$ cat config.mk
export PLATFORM = sky130hd
export DESIGN_NAME = wb_stage_mc
export DESIGN_NICKNAME = d
export VERILOG_FILES = /design/src/rtl/wb_stage_mc_pkg.sv /design/src/rtl/wb_wait_ctr.sv /design/src/rtl/wb_stage_mc.sv
export SDC_FILE = /design/constraint.sdc
export NUM_CORES = 1
export LEC_CHECK = 0
export CAP_MARGIN = 20
export CORE_MARGIN = 2
export CORE_UTILIZATION = 36
export CTS_CLUSTER_SIZE = 30
export DETAILED_ROUTE_END_ITERATION = 10
export PLACE_DENSITY = 0.77
export SLEW_MARGIN = 20
export SYNTH_ARGS = -nofsm -noshare
export SYNTH_HDL_FRONTEND = slang
export SYNTH_SLANG_ARGS = --single-unit
$ cat constraint.sdc
create_clock -name clk -period 3.5 [get_ports clk]
set_input_delay 0.525 -clock clk [delete_from_list [all_inputs] [get_ports clk]]
set_output_delay 0.525 -clock clk [all_outputs]
set_load 0.01 [all_outputs]
$ cat src/rtl/wb_stage_mc_pkg.sv
// Shared constants and MEM->WB bus layout helpers for the registered write-back stage.
// Bus layout, MSB first: {is_mul, wdest[AW], we, result[DW], dm_addr[DW], pc[PCW]}.
package wb_stage_mc_pkg;

    localparam int WAIT_W  = 4;
    localparam int R0_ADDR = 0;

    function automatic int mem2wb_bus_w(input int dw, input int aw, input int pcw);
        return 2 + aw + 2 * dw + pcw;
    endfunction

    function automatic int off_dm_addr(input int pcw);
        return pcw;
    endfunction

    function automatic int off_result(input int dw, input int pcw);
        return pcw + dw;
    endfunction

    function automatic int off_we(input int dw, input int pcw);
        return pcw + 2 * dw;
    endfunction

    function automatic int off_wdest(input int dw, input int pcw);
        return pcw + 2 * dw + 1;
    endfunction

    function automatic int off_is_mul(input int dw, input int aw, input int pcw);
        return pcw + 2 * dw + 1 + aw;
    endfunction

endpackage

$ cat src/rtl/wb_wait_ctr.sv
// Occupancy bit plus wait down-counter for the WB stage register.
// An entry is ready once its counter has reached zero.
module wb_wait_ctr
    import wb_stage_mc_pkg::*;
#(
    parameter int W = WAIT_W
) (
    input  logic         clk,
    input  logic         rst,
    input  logic         load,
    input  logic [W-1:0] load_val,
    input  logic         dec,
    input  logic         flush,
    output logic         valid,
    output logic         ready
);

    logic         vld_q;
    logic [W-1:0] cnt_q;

    // load wins over flush so a commit can be followed by a capture on the same edge
    always_ff @(posedge clk or posedge rst) begin
        if (rst) begin
            vld_q <= 1'b0;
            cnt_q <= '0;
        end else if (load) begin
            vld_q <= 1'b1;
            cnt_q <= load_val;
        end else if (flush) begin
            vld_q <= 1'b0;
            cnt_q <= '0;
        end else if (dec && cnt_q != '0) begin
            cnt_q <= cnt_q - W'(1);
        end
    end

    assign valid = vld_q;
    assign ready = vld_q & (cnt_q == '0);

endmodule

$ cat src/rtl/wb_stage_mc.sv
// Registered write-back stage: one-entry MEM->WB register, multiply wait,
// r0 write suppression, flush, forwarding to ID and a retired-instruction counter.
module wb_stage_mc
    import wb_stage_mc_pkg::*;
#(
    parameter int DW      = 32,
    parameter int AW      = 5,
    parameter int PCW     = 32,
    parameter int MUL_LAT = 2,
    parameter int CNT_W   = 32,
    parameter int BUS_W   = 2 + AW + 2 * DW + PCW
) (
    input  logic             clk,
    input  logic             rst,
    input  logic             mem2wb_valid_i,
    input  logic [BUS_W-1:0] mem2wb_bus_i,
    output logic             wb_allowin_o,
    input  logic             flush_i,
    input  logic [DW-1:0]    mult_P_i,
    output logic             rf_we_o,
    output logic [AW-1:0]    rf_wdest_o,
    output logic [DW-1:0]    rf_wdata_o,
    output logic             fwd_valid_o,
    output logic [AW-1:0]    fwd_dest_o,
    output logic [DW-1:0]    fwd_data_o,
    output logic             fwd_ready_o,
    output logic             ctl_wb_over_o,
    output logic [PCW-1:0]   ctl_wb_pc_o,
    output logic [CNT_W-1:0] retire_cnt_o
);

    localparam int O_DMA  = off_dm_addr(PCW);
    localparam int O_RES  = off_result(DW, PCW);
    localparam int O_WE   = off_we(DW, PCW);
    localparam int O_DEST = off_wdest(DW, PCW);
    localparam int O_MUL  = off_is_mul(DW, AW, PCW);
    localparam logic [WAIT_W-1:0] MUL_CNT = WAIT_W'(MUL_LAT);
    localparam logic [AW-1:0]     R0      = AW'(R0_ADDR);

    logic              q_is_mul, q_we;
    logic [AW-1:0]     q_dest;
    logic [DW-1:0]     q_res;
    logic [PCW-1:0]    q_pc;
    logic [CNT_W-1:0]  ret_q;
    logic              valid, ready, commit, load, clear, wr_dest, in_mul;
    logic [DW-1:0]     wdata;
    logic              unused_dm_addr;

    // data-memory address travels on the bus but is not needed after MEM
    assign unused_dm_addr = ^mem2wb_bus_i[O_DMA +: DW];

    assign in_mul       = mem2wb_bus_i[O_MUL];
    assign commit       = ready;
    assign wb_allowin_o = ~valid | commit;
    assign load         = mem2wb_valid_i & wb_allowin_o & ~flush_i;
    assign clear        = commit | (flush_i & valid);

    wb_wait_ctr #(.W(WAIT_W)) u_wait (
        .clk      (clk),
        .rst      (rst),
        .load     (load),
        .load_val (in_mul ? MUL_CNT : '0),
        .dec      (valid),
        .flush    (clear),
        .valid    (valid),
        .ready    (ready)
    );

    always_ff @(posedge clk or posedge rst) begin
        if (rst) begin
            q_is_mul <= 1'b0;
            q_we     <= 1'b0;
            q_dest   <= '0;
            q_res    <= '0;
            q_pc     <= '0;
        end else if (load) begin
            q_is_mul <= in_mul;
            q_we     <= mem2wb_bus_i[O_WE];
            q_dest   <= mem2wb_bus_i[O_DEST +: AW];
            q_res    <= mem2wb_bus_i[O_RES +: DW];
            q_pc     <= mem2wb_bus_i[PCW-1:0];
        end
    end

    always_ff @(posedge clk or posedge rst) begin
        if (rst)
            ret_q <= '0;
        else if (commit)
            ret_q <= ret_q + CNT_W'(1);
    end

    // product is only final in the commit cycle, so it is taken straight from the port
    assign wdata   = q_is_mul ? mult_P_i : q_res;
    assign wr_dest = q_we & (q_dest != R0);

    assign rf_we_o       = commit & wr_dest;
    assign rf_wdest_o    = commit ? q_dest : '0;
    assign rf_wdata_o    = commit ? wdata : '0;
    assign fwd_valid_o   = valid & wr_dest;
    assign fwd_dest_o    = fwd_valid_o ? q_dest : '0;
    assign fwd_ready_o   = fwd_valid_o & ready;
    assign fwd_data_o    = fwd_ready_o ? wdata : '0;
    assign ctl_wb_over_o = commit;
    assign ctl_wb_pc_o   = valid ? q_pc : '0;
    assign retire_cnt_o  = ret_q;

endmodule
==> impl_metrics.yaml <==
worst_setup_path:
  timing.critical_path.from: "u_wait.cnt_q[0]"
  cp-start-kind: "flop"
  path_cells: "inv_1 -> ha_1 -> nand4bb_4 -> inv_1 -> and2_1 -> clkdlybuf4s50_1"
  critPathKind: "flop to primary output"
  max_stage_delay_ns: 0.58
  critPathSlowestCell: "clkdlybuf4s50_1"
  cp.arrival_ns: 2.72
  end_kind: "primary output"
  rr_startpoint: "u_wait.cnt_q[0]"
  cp_common_cell: "inv_1"
  cp_data_required_time_ns: 2.97
  crit_fanout: 32
clock_network:
  cts_resized: 0
  cts-buffers-inserted: 9
  cts_tree: "done"
  cts.reportedPaths.clkPinSlew_ns: 0.07
  htree_levels: 3
  clk_latency_ns: 0.35
  post-cts-setup-buffer-count: 0
  clockRootBuffer: "clkbuf_16"
  cts_hold_buf: 0
  cts_sinks: 108
  cts_buffer_depth: 2
power_and_ir_drop:
  internal-power_w: 0.00298
  vdd_drop_max_mv: 0.406
  clockPowerShare: 0.242
  switching_share: 0.317
  power.leakage_nw: 3.43
  power_density_nw_per_um2: 518
  p_sw_w: 0.00138
  power_frac_comb: 0.361
  p_seq_frac: 0.397
floorplan:
  core_area_um2: 15000
  boundaryPins: 282
  die_w_um: 127
  die_h_um: 127
  start_util: 0.363
  die_area_um2: 16200
  num_rows: 45
synth:
  synthDistinctLibCells: 32
  synthesis.area_um2: 5460
  ys_seq_area_frac: 0.495
  syn_avg_cell_area_um2: 11.4
  yosysMostFrequentCell: "dfrtp_1"
  synth_commonest_cells: "dfrtp_1 (108), mux2_2 (62), nor3_1 (40)"
  async_flop_share: 1.00
  synth_top_area_cell: "dfrtp_1"
  synthTopCellsByArea: "dfrtp_1 (49%), mux2_2 (13%), mux2i_1 (5.9%)"
  synth_top_area_frac: 0.495
  synth-seq-cells: 108
  synth_ff_type: "dfrtp_1"
  synth_warnings: 0
  syn_inst: 477
  synth_edf_count: 0
  synth_nets: 619
place:
  place.gp.congestion: 0.881
  port-buffer-count: 249
  pre_cts_ws_ns: 0.612
  place_area_um2: 8110
  hpwl_um: 11200
sta:
  period_share: 0.928
  hold_viol: 0
  clock_skew_ns: 0.00610
  setup_slack_ns: 0.252
  timing.slew.headroom: 0.505
  tns_ns: 0
  finalSetupViolCount: 0
  fmax_mhz: 308
  drv_slew: 0
  rsz0062_at_grt: "false"
  worst-slew-pin-transition_ns: 0.742
  finalCriticalPeriod_ns: 3.25
global_route:
  antenna_found_initial: 0
  grt_max_degree: 58
  grt_overflow_total: 0
  grt_pass1_vias: 4706
  grt_pass1_wl_um: 24200
  grtUsageTotal: 0.187
finish:
  design_area_um2: 8420
  fillers: 1277
  final_layout_size_suffix_gt1_frac: 0.147
  final_util: 0.560
  fin_nets: 857
  antenna_cells: 0
  syn_to_final_growth_pct: 54.1
route:
  dr_total_vias: 4477
  route.detailed.drc: 0
  wire_per_inst_um: 16.7
  drt_iter0_drc: 175
  routed_wl_um: 15100
  ant_nets: 0
  vias_per_cell: 4.93
  first_pass_iters: 6
run_status:
  outcome: "finished clean"
worst_hold_path:
  hold_class: "flop to flop"
  worstHoldStart: "retire_cnt_o[31]"
run:
  maxCapViolCount: 0
metal layers:
layer  part of all wire  track usage
met2               0.51        0.323
met1               0.41        0.231
met3              0.062       0.0515
met5                  0            0
met4              0.017       0.0530
registers in the layout, indices dropped and copies added, names as in the netlist:
register / flops
q_dest: 5
retire_cnt_o: 32
q_pc: 32
q_we: 1
q_is_mul: 1
u_wait.cnt_q: 4
q_res: 32
u_wait.valid: 1
logic make-up after synthesis:
| family | synth area share |
|---|---|
| AND/OR/NAND/NOR | 0.181 |
| adder cells (fa/ha/maj) | 0.00687 |
| multiplexers | 0.214 |
| flip-flops | 0.495 |
| XOR/XNOR | 0.0497 |
| AO/OA/AOI/OAI | 0.0133 |
| buffers and inverters | 0.0408 |
path summary, 6_finish.rpt:
check                                    to  slack [ns]  cells past startpoint
setup / recovery              rf_wdest_o[3]        0.25                      6
hold / removal             retire_cnt_o[31]        0.48                      1
setup reg to reg                   q_pc[18]        0.88                      6
hold reg to reg            retire_cnt_o[31]        0.48                      1
max in group asynchronous          q_is_mul        2.09                      3
min in group asynchronous           q_pc[0]        0.64                      2
final cells by class:
cell class	instances	area [um2]	share of cell area
multi-input combinational	330	2550	0.303
timing repair buffer	258	2580	0.307
sequential	108	2700	0.321
inverter	8	32.5	0.00386
tap	188	235	0.0279
clock buffer	10	239	0.0284
clock inverter	6	70.1	0.00832
worst max-delay path, delay by kind of cell, from the launching register on:
family | cells | cell delay [ns]
simple gates | 2 | 0.61
flops | 1 | 0.41
buf+inv | 3 | 1.13
fa+ha+maj | 1 | 0.21
placed cells by master, fill, tap and decap left out:
master	count
nand3_1	16
buf_12	2
nor3_1	40
mux2i_1	32
clkbuf_16	9
xnor2_1	27
o21ai_0	4
nand2_1	20
ha_1	3
nor2_1	37
clkinvlp_4	3
bufinv_16	1
inv_6	2
nand4_1	14
or3b_1	1
clkdlybuf4s50_1	249
o2bb2ai_1	2
a21oi_1	2
inv_1	7
dfrtp_2	1
o21ai_2	1
dfrtp_1	107
xor2_1	4
nor4_2	1
and2_1	38
mux2_4	10
nor4_4	3
inv_4	1
and3_1	7
nand2b_1	2
or4_1	1
nor4_1	1
buf_4	7
mux2_2	62
clkbuf_8	1
a21oi_4	1
nand4bb_4	1
metrics by stage:
step / total power (W) / cells / hold slack [ns]
after floorplan: 0.00259 / 477 / 0.472
after global placement: 0.00327 / 892 / 0.465
after detailed placement: 0.00334 / 892 / 0.474
after CTS: 0.00441 / 908 / 0.488
after global routing: 0.00462 / 908 / 0.515
final: 0.00436 / 908 / 0.480
power groups by stage:
| stage | logic [W] | registers, W | clock network, W |
|---|---|---|---|
| after floorplan | 0.000940 | 0.00165 | 0 |
| after global placement | 0.00153 | 0.00173 | 0 |
| after detailed placement | 0.00158 | 0.00175 | 0 |
| after CTS | 0.00159 | 0.00173 | 0.00109 |
| after global routing | 0.00170 | 0.00178 | 0.00114 |
| final | 0.00157 | 0.00173 | 0.00105 |
Power figures use the tool's default switching activity.
